### src/rtl/meta_pkg.sv
// Shared constants for the metadata streamer: protocol tokens, identity strings,
// image layout offsets and the streaming FSM state type.
package meta_pkg;

    localparam logic [7:0] TOK_END    = 8'h00;
    localparam logic [7:0] TOK_NAME   = 8'h01;
    localparam logic [7:0] TOK_FW     = 8'h02;
    localparam logic [7:0] TOK_MEM    = 8'h21;
    localparam logic [7:0] TOK_RATE   = 8'h23;
    localparam logic [7:0] TOK_PROBES = 8'h40;
    localparam logic [7:0] TOK_PROTO  = 8'h41;

    localparam int                    NAME_LEN    = 7;
    localparam logic [8*NAME_LEN-1:0] DEVICE_NAME = "META-LA";
    localparam int                    FW_LEN      = 4;
    localparam logic [8*FW_LEN-1:0]   FW_VERSION  = "1.02";

    // Byte offset of each token within the image; every field is token + payload.
    localparam int OFS_NAME   = 0;
    localparam int OFS_FW     = OFS_NAME + NAME_LEN + 2;
    localparam int OFS_MEM    = OFS_FW + FW_LEN + 2;
    localparam int OFS_RATE   = OFS_MEM + 5;
    localparam int OFS_PROBES = OFS_RATE + 5;
    localparam int OFS_PROTO  = OFS_PROBES + 2;
    localparam int OFS_END    = OFS_PROTO + 2;
    localparam int META_LEN   = OFS_END + 1;

    typedef enum logic [1:0] {
        IDLE,
        SEND,
        WAIT_BUSY,
        WAIT_IDLE
    } meta_state_e;

    // Character i (leftmost first) of a packed string literal of length len.
    function automatic logic [7:0] str_char(input logic [63:0] s, input int len, input int i);
        return s[8*(len-1-i) +: 8];
    endfunction

endpackage

### src/rtl/meta_rom.sv
// Metadata image builder with a registered read port; the read data is zero
// whenever no read is requested so it can drive the byte bus directly.
module meta_rom
    import meta_pkg::*;
#(
    parameter int          DEPTH       = 64,
    parameter logic [31:0] MAX_RATE_HZ = 32'h0BEB_C200,
    parameter logic [7:0]  PROTO_VER   = 8'h02
) (
    input  logic                     clock,
    input  logic                     extReset,
    input  logic                     rd_en,
    input  logic [$clog2(DEPTH)-1:0] rd_addr,
    input  logic [31:0]              mem_bytes,
    input  logic [7:0]               num_probes,
    output logic [7:0]               rd_data
);

    if (META_LEN > DEPTH) begin : g_len_check
        $error("meta_rom: image length %0d exceeds DEPTH %0d", META_LEN, DEPTH);
    end

    logic [7:0] image [DEPTH];

    // NOTE: every entry gets a default before the field writes, so no latch is inferred.
    always_comb begin
        for (int i = 0; i < DEPTH; i++) image[i] = TOK_END;
        image[OFS_NAME] = TOK_NAME;
        for (int i = 0; i < NAME_LEN; i++)
            image[OFS_NAME+1+i] = str_char(64'(DEVICE_NAME), NAME_LEN, i);
        image[OFS_FW] = TOK_FW;
        for (int i = 0; i < FW_LEN; i++)
            image[OFS_FW+1+i] = str_char(64'(FW_VERSION), FW_LEN, i);
        image[OFS_MEM]  = TOK_MEM;
        image[OFS_RATE] = TOK_RATE;
        for (int i = 0; i < 4; i++) begin
            image[OFS_MEM+1+i]  = mem_bytes[8*(3-i) +: 8];
            image[OFS_RATE+1+i] = MAX_RATE_HZ[8*(3-i) +: 8];
        end
        image[OFS_PROBES]   = TOK_PROBES;
        image[OFS_PROBES+1] = num_probes;
        image[OFS_PROTO]    = TOK_PROTO;
        image[OFS_PROTO+1]  = PROTO_VER;
    end

    // NOTE: the image is pure logic, so only the output register needs a reset.
    always_ff @(posedge clock) begin
        if (extReset)   rd_data <= 8'h00;
        else if (rd_en) rd_data <= image[rd_addr];
        else            rd_data <= 8'h00;
    end

endmodule

### src/rtl/meta_streamer.sv
// Streams the metadata image one byte per transmitter handshake on a query edge.
// Optional META_PATCH_EN: memory size and probe count come from patch inputs.
module meta_streamer
    import meta_pkg::*;
#(
    parameter int          DEPTH        = 64,
    parameter logic [31:0] MEM_BYTES    = 32'h0000_4000,
    parameter logic [31:0] MAX_RATE_HZ  = 32'h0BEB_C200,
    parameter logic [7:0]  NUM_PROBES   = 8'h20,
    parameter logic [7:0]  PROTO_VER    = 8'h02,
    parameter int          BUSY_TIMEOUT = 255
) (
    input  logic        clock,
    input  logic        extReset,
    input  logic        query_metadata,
    input  logic        xmit_idle,
    input  logic        abort,
    input  logic [7:0]  patch_probes,
    input  logic [31:0] patch_mem,
    output logic        writeMeta,
    output logic [7:0]  meta_data,
    output logic        busy,
    output logic        done
);

    localparam int                IDX_W    = $clog2(DEPTH);
    localparam logic [IDX_W-1:0]  LAST_IDX = IDX_W'(META_LEN - 1);
    localparam logic [8:0]        TIMEOUT  = 9'(BUSY_TIMEOUT);

    if (DEPTH < 32 || DEPTH > 256 || (DEPTH & (DEPTH - 1)) != 0) begin : g_depth_check
        $error("meta_streamer: DEPTH %0d must be a power of two in 32..256", DEPTH);
    end
    if (BUSY_TIMEOUT < 1 || BUSY_TIMEOUT > 255) begin : g_timeout_check
        $error("meta_streamer: BUSY_TIMEOUT %0d outside 1..255", BUSY_TIMEOUT);
    end

    meta_state_e      state, state_n;
    logic [IDX_W-1:0] index, index_n;
    logic [7:0]       tcnt, tcnt_n;
    logic             pending, pending_n;
    logic             query_q;
    logic             done_n;
    logic             capture;
    logic             query_rise;
    logic [31:0]      mem_val;
    logic [7:0]       probes_val;

    assign query_rise = query_metadata & ~query_q;
    assign busy       = (state != IDLE);

    always_comb begin
        state_n   = state;
        index_n   = index;
        tcnt_n    = tcnt;
        pending_n = pending;
        done_n    = 1'b0;
        capture   = 1'b0;
        unique case (state)
            IDLE: begin
                if (query_rise || pending) begin
                    if (xmit_idle) begin
                        state_n   = SEND;
                        index_n   = '0;
                        pending_n = 1'b0;
                        capture   = 1'b1;
                    end else begin
                        pending_n = 1'b1;
                    end
                end
            end
            SEND: begin
                tcnt_n  = '0;
                state_n = WAIT_BUSY;
            end
            WAIT_BUSY: begin
                // Leave once the transmitter reports busy, or after BUSY_TIMEOUT cycles here.
                if (!xmit_idle || ({1'b0, tcnt} + 9'd1 == TIMEOUT)) state_n = WAIT_IDLE;
                else                                                 tcnt_n  = tcnt + 8'd1;
            end
            WAIT_IDLE: begin
                if (xmit_idle) begin
                    if (index == LAST_IDX) begin
                        state_n = IDLE;
                        done_n  = 1'b1;
                    end else begin
                        index_n = index + 1'b1;
                        state_n = SEND;
                    end
                end
            end
            default: state_n = IDLE;
        endcase
        if (abort && state != IDLE) begin
            state_n = IDLE;
            done_n  = 1'b0;
        end
    end

    // NOTE: sequential state uses non-blocking assignments so every register samples pre-edge values.
    always_ff @(posedge clock) begin
        if (extReset) begin
            state     <= IDLE;
            index     <= '0;
            tcnt      <= '0;
            pending   <= 1'b0;
            query_q   <= 1'b0;
            writeMeta <= 1'b0;
            done      <= 1'b0;
        end else begin
            state     <= state_n;
            index     <= index_n;
            tcnt      <= tcnt_n;
            pending   <= pending_n;
            query_q   <= query_metadata;
            writeMeta <= (state_n == SEND);
            done      <= done_n;
        end
    end

`ifdef META_PATCH_EN
    logic [31:0] mem_q;
    logic [7:0]  probes_q;

    always_ff @(posedge clock) begin
        if (extReset) begin
            mem_q    <= '0;
            probes_q <= '0;
        end else if (capture) begin
            mem_q    <= patch_mem;
            probes_q <= patch_probes;
        end
    end

    assign mem_val    = mem_q;
    assign probes_val = probes_q;
`else
    logic unused_patch;
    assign unused_patch = ^{patch_probes, patch_mem, capture};
    assign mem_val      = MEM_BYTES;
    assign probes_val   = NUM_PROBES;
`endif

    meta_rom #(
        .DEPTH      (DEPTH),
        .MAX_RATE_HZ(MAX_RATE_HZ),
        .PROTO_VER  (PROTO_VER)
    ) u_rom (
        .clock     (clock),
        .extReset  (extReset),
        .rd_en     (state_n == SEND),
        .rd_addr   (index_n),
        .mem_bytes (mem_val),
        .num_probes(probes_val),
        .rd_data   (meta_data)
    );

endmodule

### config.mk
export PLATFORM = sky130hd
export DESIGN_NAME = meta_streamer
export DESIGN_NICKNAME = d
export VERILOG_FILES = /design/src/rtl/meta_pkg.sv /design/src/rtl/meta_rom.sv /design/src/rtl/meta_streamer.sv
export SDC_FILE = /design/constraint.sdc
export NUM_CORES = 1
export LEC_CHECK = 0
export BUFFER_PORTS_ARGS = -buffer_cell sky130_fd_sc_hd__buf_2
export CORE_UTILIZATION = 25
export CTS_BUF_LIST = sky130_fd_sc_hd__clkbuf_8
export CTS_CLUSTER_DIAMETER = 120
export DETAILED_ROUTE_END_ITERATION = 16
export GPL_TIMING_DRIVEN = 0
export HOLD_SLACK_MARGIN = 0.15
export REMOVE_ABC_BUFFERS = 1
export SLEW_MARGIN = 20
export SYNTH_ARGS = -nofsm -noshare
export SYNTH_HDL_FRONTEND = slang
export SYNTH_SLANG_ARGS = --single-unit
### constraint.sdc
create_clock -name clock -period 2.75 [get_ports clock]
set_clock_uncertainty 0.2 [all_clocks]
set_input_delay 0.1375 -clock clock [delete_from_list [all_inputs] [get_ports clock]]
set_output_delay 0.1375 -clock clock [all_outputs]
set_load 0.02 [all_outputs]
# Yosys cells after proc, flatten, opt, wreduce, memory -nomap -nowiden
# Memory sizes are Yosys's and may differ from the RTL's. A register that Yosys moved wholly into a read port is not among the register bits.
# Cells that the tools add are included.
totals:
  regBits: 20
  mem_bits_ro: 512
  input_bits: 45
  output_inout_bits: 11
  wordCells: 51
  mem_count: 1
classes:
  add_sub_neg: 3
  eq_ne: 7
  mux: 16
  bitwise: 6
  reduce_logical: 11
memory_table:
  columns: ["memory", "depth", "word_bits", "rd", "rd_clocked_by_memory_dff", "write_ports", "line_no", "source"]
  rows:
  - ["(name not given)", 64, 8, 1, 1, 0, "meta_rom.sv:49", "else if (rd_en) rd_data <= image[rd_addr];"]
ops:
  columns: ["operator", "count"]
  rows:
  - ["$mux 6", 4]
  - ["$pmux 8 s2", 1]
  - ["$pmux 6 s2", 1]
  - ["$mux 2", 5]
  - ["$add 8x1->9 const B", 1]
  - ["$eq 9x8->1 const B", 1]
  - ["$add 8x1->8 const B", 1]
  - ["$mux 8", 1]
  - ["$pmux 2 s4", 1]
  - ["$not 6->7", 1]
  - ["$add 6x1->6 const B", 1]
  - ["$eq 6x5->1 const B", 1]
  - ["$eq 2x1->1 const B", 2]
  - ["$eq 2x2->1 const B", 2]
  - ["$not 1->1", 4]
  - ["$reduce_and 2->1", 2]
  - ["$reduce_bool 2->1", 2]
  - ["$reduce_or 4->1", 1]
  - ["$mux 1", 3]
  - ["$logic_not 2->1", 1]
  - ["$logic_or 1x1->1", 2]
  - ["$ne 2x2->1 const B", 1]
  - ["$reduce_or 2->1", 1]
  - ["$and 1x1->1", 1]
  - ["2 further kinds", 2]

# Depth between registers and ports, before layout
# Gate-level depths: netlist (run 1).
depth:
  depth_word: 9
  mapped_depth: 11
  ltp_nobuf: 11

# By module
# A second synthesis (run 1) with hierarchy kept.
hier_totals:
  hier_cells: 249
  area_unflattened_um2: 2147.1
by_module_without_submodules:
  columns: ["mod", "n_inst", "cells_per_inst", "area_each_um2", "seq_area_each_um2"]
  rows:
  - ["meta_streamer", 1, 145, 1231.2, 400.4]
  - ["meta_rom", 1, 104, 915.9, 160.2]

# Worst setup path after synthesis (run 1)
# No wires, ideal clock.
synth_path:
  kind: "reg2reg"
  start: "register state[0]"
  end: "register u_rom.rd_data[2]"
  arrival_ns: 2.591
  t_required_ns: 2.447
  path_slack_ns: -0.145
  path_stages_with_launch: 11
  path_buffers: 0
  period_less_slack_ns: 2.895
  path_cell_list: "dfxtp_1 inv_1 ha_1 and2b_1 and4_1 a2111oi_4 inv_1 ha_1 nor2_1 nor3_1 a2111oi_2"
synth_via:
  elab_cells_between_ends: 17
  classes_between: "eq/ne: 4; mux: 7; bitwise: 2; reduce/logical: 4"
synth_lines:
  columns: ["element", "line_no", "source"]
  rows:
  - ["start: declaration", "meta_streamer.sv:37", "meta_state_e state, state_n;"]
  - ["start signal: assignment", "meta_streamer.sv:110", "state <= state_n;"]
  - ["$eq 2x2->1 / $logic_not 2->1 (equally long branches)", "meta_streamer.sv:58", "unique case (state)"]
  - ["$pmux 6 s2 *", "meta_streamer.sv:58", null]
  - ["via index_n[0]", "meta_streamer.sv:38", "logic [IDX_W-1:0] index, index_n;"]
  - ["$not 6->7 (not written as such) *", "meta_rom.sv:49", null]
  - ["end: declaration", "meta_rom.sv:16", "output logic [7:0] rd_data"]
# Mark *: on every way through the listed nets, which the timed path passes. The rest lies on a longest branch.
# A chain may end at the register's enable or synchronous reset.

# Final worst setup path (run 1)
layout_path:
  start: "register state[0]"
  end: "register u_rom.rd_data[0]"
layout_via:
  elab_chain_len: 7
  elab_cells_between_ends: 17
  classes_between: "eq/ne: 4; mux: 7; bitwise: 2; reduce/logical: 4"
layout_lines:
  columns: ["element", "line_no", "source"]
  rows:
  - ["$mux 2", "meta_streamer.sv:61", "if (xmit_idle) begin"]
  - ["$mux 2", "meta_streamer.sv:60", "if (query_rise || pending) begin"]
  - ["$pmux 2 s4", "meta_streamer.sv:58", null]
  - ["$mux 2", "meta_streamer.sv:93", "if (abort && state != IDLE) begin"]
  - ["$eq 2x1->1", "meta_streamer.sv:150", ".rd_en (state_n == SEND),"]
  - ["$not 1->1 (no source line)", null, null]
  - ["$reduce_or 2->1 (no source line)", null, null]
# Several ways; a longest one is shown, not always the timed one.

==> summary.txt, run 1 <==
hold depth: 4
Critical R2R Launch: state[0]$_SDFF_PP0_
buffers added on ports: 15
Worst Setup SP: state[0]$_SDFF_PP0_
Net Sw Frac: 0.343
post-synthesis sequential area ratio: 0.290
drt first pass iters: 4
Unique masters post-synth: 65
mux cell area share after synthesis: 0
Final Hold Fails: 0
final setup fails: 0
DRC violations left: 0
Yosys warnings: 0
vias in the first global route: 1737
count leader, synth: dfxtp_1
fin crit period: 2.68 ns
largest net degree at the start of global routing: 20
Max Cap Violations: 0
startpoint types: register
Crit. End Element: register
share of cells above drive strength 1: 0.332
critical path data required time: 2.75 ns
setup TNS: 0 ns
CTS Sinks: 28
worst rel slew slack: 0.660
post-route insts no fill: 358
post-DR vias/cell: 5.25
CTS tree: built
most frequent cells after synthesis: dfxtp_1 (28), nand2_1 (25), nor2_1 (16)
CTS clk-pin slew, worst paths: 0.10 ns
WL final: 4920 um
H-tree depth: 1
Seq pwr share: 0.335
Yosys top cell area share: 0.290
slew at the pin closest to its max-slew limit: 0.505 ns
clock buffer depth: 2
#FFs+latches synth: 28
core area: 7370 um2
placed cell count: 330
status: completed
mean post-synth cell area: 8.64 um2
GR met3 Demand/Resource: 0.0212
maximum VDD drop: 0.270 mV
fin nets: 319
switching pwr: 0.470 mW
DRC marker count from the first detailed-route iteration: 110
post-DP HPWL: 3200 um
pwr/cell area: 531 nW/um2
Ports: 56
post-synth design cell area: 1940 um2
Clock Power Share: 0.243
Cell Int Power: 0.899 mW
Hold Slack: 0.254 ns
CTS Root Cell: clkbuf_8
met2 usage: 0.199
crit-path max FO: 4
Clock Latency Late Sink: 0.28 ns
antenna viol nets, final: 0
grt met1 use: 0.166
Worst EP arrival: 2.67 ns
area leader, netlist: dfxtp_1
post-synthesis compound-gate area fraction: 0.321
leakage power: 1.00 nW
Worst Hold Launch: xmit_idle
Final Core Density: 0.350
first-pass GRT wire length: 8420 um
top cells by area, synth: dfxtp_1 (29%), ha_1 (9.0%), nand2_1 (4.8%), a311oi_1 (3.2%), nor2_1 (3.1%)
number of CTS-inserted buffers: 3
Crit Path Class: reg -> reg
Site Rows: 31
initial core utilization: 0.263
Slew Viols, Final: 0
Cells after Synth: 224
initial antenna violation count: 0
simple-gate area share of the yosys netlist: 0.250
reg2reg path depth: 10
RSZ-0062 raised after global routing: true
fmax: 0.374 GHz
via count: 1880
EDFF count, synth: 0
wire per inst: 13.7 um
largest family of logic cells by synthesized area: compound AO/OA/AOI/OAI gates
Final GP Congestion: 0.817
share of total power in combinational logic: 0.422
die area: 8100 um2
Die X: 90.0 um
Top Usage Layer GRT: met2
number of diodes: 0
Remaining Overflow, GRT: 0
type of the worst min-delay path: in -> reg
prevailing post-synth register cell: dfxtp_1
Die H: 90.0 um
Synth Area in Adders: 0.0905
Async SR Flop Fraction: 0
fin crit share: 0.973
XOR/XNOR Fraction of Synth Area: 0.00452
Total GRT Usage: 0.126
Syn-to-layout area delta: 33.2%
[cells by family (layout without fill, tap and decap cells)]
group | Yosys count | count (layout)
fa+ha+maj | 14 | 14
flops | 28 | 28
simple gates | 86 | 86
xor+xnor | 1 | 1
compound gates | 75 | 75
buf+inv | 20 | 55
[repair_timing]
item	CTS	global route
pin swaps	7	8
endpoints found under the setup margin	7	8
hold buffers	5	0
gates resized for setup	23	19
setup buffers	14	5
hold endpoints to repair	20	0
[state kept, by name, indices dropped and copies added, names as in the netlist]
register / cells
state: 2
u_rom.rd_data: 8
done: 1
query_q: 1
pending: 1
writeMeta: 1
index: 6
tcnt: 8
[cell type report]
cell class,instances,area (um2)
Clock buffer,3,41.3
Clock inverter,1,30.0
Tap cell,99,124
Inverter,12,55.1
Timing Repair Buffer,39,305
Multi-Input combinational cell,176,1450
Fill cell,756,4790
Sequential cell,28,571
[per-layer routing]
metal,up-vias,part of all wire
met5,-,0
met4,0,0.028
met3,10,0.039
met2,41,0.47
met1,902,0.46
li1,927,-
[cells in the final DEF, fill, tap and decap left out, types with 4 or more instances in the layout]
cell	netlist	routed
inv_1	10	6
nor2_1	16	14
nand2_1	25	24
buf_2	1	15
a311oi_1	7	7
nand3b_1	4	4
o21ai_0	8	8
and2_1	5	5
inv_4	0	4
dfxtp_1	28	24
a21oi_1	10	10
ha_4	0	6
ha_1	14	6
buf_4	0	16
o21ai_1	4	4
o211ai_1	5	5
dlygate4sd3_1	0	5
a31oi_1	8	8
[stage by stage]
step / area [um2] / total power [mW] / worst slack, ns
2_1_floorplan: 1900 / 0.717 / -0.147
3_3_place_gp: 2090 / 0.812 / -0.512
3_5_place_dp: 2090 / 0.813 / -0.519
4_1_cts: 2440 / 1.31 / -0.00617
5_1_grt: 2580 / 1.45 / -0.0710
6_report: 2580 / 1.37 / 0.0741
[path summary, 6_finish.rpt]
kind | endpoint | slack, ns
max reg2reg | u_rom.rd_data[0]$_SDFF_PP0_ | 0.07
min reg2reg | tcnt[7]$_SDFFE_PP0P_ | 0.30
min | state[1]$_SDFF_PP0_ | 0.25
max | u_rom.rd_data[0]$_SDFF_PP0_ | 0.07
[power groups by stage]
stage,logic [mW],registers [mW],clock network (mW)
after floorplan,0.244,0.474,0
after global placement,0.354,0.458,0
after detailed placement,0.354,0.459,0
after CTS,0.513,0.458,0.343
after global routing,0.628,0.462,0.361
final,0.578,0.459,0.332
[critical path, cell delays in order, from the launching register on]
cell and delay [ns]:
dfxtp_4 0.40, inv_4 0.05, ha_4 0.27, and2b_4 0.19
and4_4 0.19, a2111oi_4 0.38, buf_4 0.22, ha_4 0.15
nand3b_1 0.11, a221o_1 0.16, nor4bb_4 0.27
Power figures use the tool's default switching activity.
==> run 2, diff against run 1 <==
- clock period: 2.75 -> 2.9 ns (I/O delays scaled with it)
==> summary.txt, run 2 (same netlist as run 1, synthesis figures left out) <==
status: completed
Top Usage Layer GRT: met2
Slew Viols, Final: 0
Critical R2R Launch: state[1]$_SDFF_PP0_
startpoint types: register
fin nets: 314
Crit Path Class: reg -> reg
critical path data required time: 2.86 ns
DRC violations left: 0
Remaining Overflow, GRT: 0
pwr/cell area: 492 nW/um2
CTS tree: built
Final Hold Fails: 0
final setup fails: 0
CTS clk-pin slew, worst paths: 0.10 ns
post-DR vias/cell: 5.13
vias in the first global route: 1639
Total GRT Usage: 0.116
slew at the pin closest to its max-slew limit: 0.606 ns
reg2reg path depth: 10
sink of the worst hold path: tcnt[7]$_SDFFE_PP0P_
H-tree depth: 1
fillers: 777
CTS Sinks: 28
Clock Latency Late Sink: 0.28 ns
CTS Root Cell: clkbuf_8
most frequent cells in the layout: nand2_1 (25), dfxtp_1 (24), buf_2 (15), nor2_1 (14), buf_4 (12)
top flop regs: tcnt: 8 flops, u_rom.rd_data: 8 flops, index: 6 flops
share of cells above drive strength 1: 0.291
Net Sw Frac: 0.340
Crit. End Element: register
grt met1 use: 0.160
Top delay family on crit path: compound AO/OA/AOI/OAI gates
Max Cap Violations: 0
hold depth: 1
Site Rows: 31
Worst Hold Launch: tcnt[7]$_SDFFE_PP0P_
switching pwr: 0.414 mW
setup TNS: 0 ns
crit-path max FO: 9
worst rel slew slack: 0.596
clock buffer depth: 2
commonest non-fill, non-tap cell in the layout: nand2_1
Seq pwr share: 0.357
number of CTS-inserted buffers: 3
die area: 8100 um2
buffers added on ports: 15
Worst path depth: 10
r2r endpoint: u_rom.rd_data[0]$_SDFF_PP0_
initial antenna violation count: 0
Die H: 90.0 um
largest net degree at the start of global routing: 20
number of diodes: 0
Die X: 90.0 um
DRC marker count from the first detailed-route iteration: 138
Clock Power Share: 0.260
antenna viol nets, final: 0
fin crit share: 0.980
post-DP HPWL: 3200 um
leakage power: 0.962 nW
Cell Int Power: 0.802 mW
share of total power in combinational logic: 0.383
reg-to-reg setup timing slack: 0.06 ns
wire per inst: 13.5 um
first-pass GRT wire length: 7820 um
type of the worst min-delay path: reg -> reg
Ports: 56
Syn-to-layout area delta: 27.7%
met2 usage: 0.181
dpl ws: -0.369 ns
drt first pass iters: 5
Worst EP arrival: 2.80 ns
maximum VDD drop: 0.230 mV
CP max stage cell: or4_1
final setup margin: 0.0586 ns
Largest stage delay, worst path: 0.57 ns
Final GP Congestion: 0.817
worst-path cell chain: buf_4 > ha_4 > inv_1 > or4_1 > o21a_2 > inv_2 > ha_2 > a311oi_1 > o32ai_2 > nor4bb_4
Final Core Density: 0.335
fmax: 0.352 GHz
WL final: 4760 um
fin crit period: 2.84 ns
placed cell count: 330
via count: 1811
post-route insts no fill: 353
core area: 7370 um2
initial core utilization: 0.263
Power Total: 1.22 mW
Buf/Inv on CP: 3
GR met3 Demand/Resource: 0.0186
run 2: through the flow:
step	hold slack (ns)	cell area, um2
2_1_floorplan	0.0141	1900
3_3_place_gp	0.182	2090
3_5_place_dp	0.184	2090
4_1_cts	0.307	2270
5_1_grt	0.338	2470
6_report	0.299	2470
run 2: how the worst max path moves through the flow:
stage	start	to
after CTS	state[0]$_SDFF_PP0_	u_rom.rd_data[4]$_SDFF_PP0_
after detailed placement	state[1]$_SDFF_PP0_	u_rom.rd_data[2]$_SDFF_PP0_
final	state[1]$_SDFF_PP0_	u_rom.rd_data[0]$_SDFF_PP0_
after global placement	state[0]$_SDFF_PP0_	u_rom.rd_data[2]$_SDFF_PP0_
after floorplan	state[0]$_SDFF_PP0_	u_rom.rd_data[2]$_SDFF_PP0_
after global routing	index[0]$_SDFF_PP0_	u_rom.rd_data[0]$_SDFF_PP0_
run 2: final cells by class:
| type | instances | area (um2) | area share |
|---|---|---|---|
| clock buffers | 3 | 41.3 | 0.0167 |
| well taps | 99 | 124 | 0.0501 |
| inverters | 12 | 45.0 | 0.0182 |
| repair buffers | 34 | 255 | 0.103 |
| clock inverters | 1 | 30.0 | 0.0121 |
| flip-flops and latches | 28 | 571 | 0.231 |
| multi-input cells | 176 | 1410 | 0.569 |
run 2: worst reg2reg max path: stages, from the launching register on:
cell and delay [ns]:
dfxtp_4 0.39, buf_4 0.12, ha_4 0.18, inv_1 0.12, or4_1 0.57, o21a_2 0.19
inv_2 0.16, ha_2 0.22, a311oi_1 0.13, o32ai_2 0.36, nor4bb_4 0.08
run 2: repair_timing:
action                                  CTS  global route
hold buffers                              5             0
hold endpoints to repair                 20             0
resized for setup                         8            20
setup buffers                             3            11
pin swaps                                 1             6
endpoints found under the setup margin    7             7
run 2: power groups by stage:
stage | Clock (mW) | Sequential [mW] | Combinational, mW
finish | 0.316 | 0.433 | 0.466
global route | 0.344 | 0.436 | 0.507
CTS | 0.325 | 0.428 | 0.370
detailed placement | 0 | 0.435 | 0.336
global placement | 0 | 0.435 | 0.336
floorplan | 0 | 0.449 | 0.231
run 2: per-layer routing:
layer	vias up	wire length, um
li1	913	-
met1	859	2340
met5	-	0
met2	33	2200
met4	0	78
met3	6	151
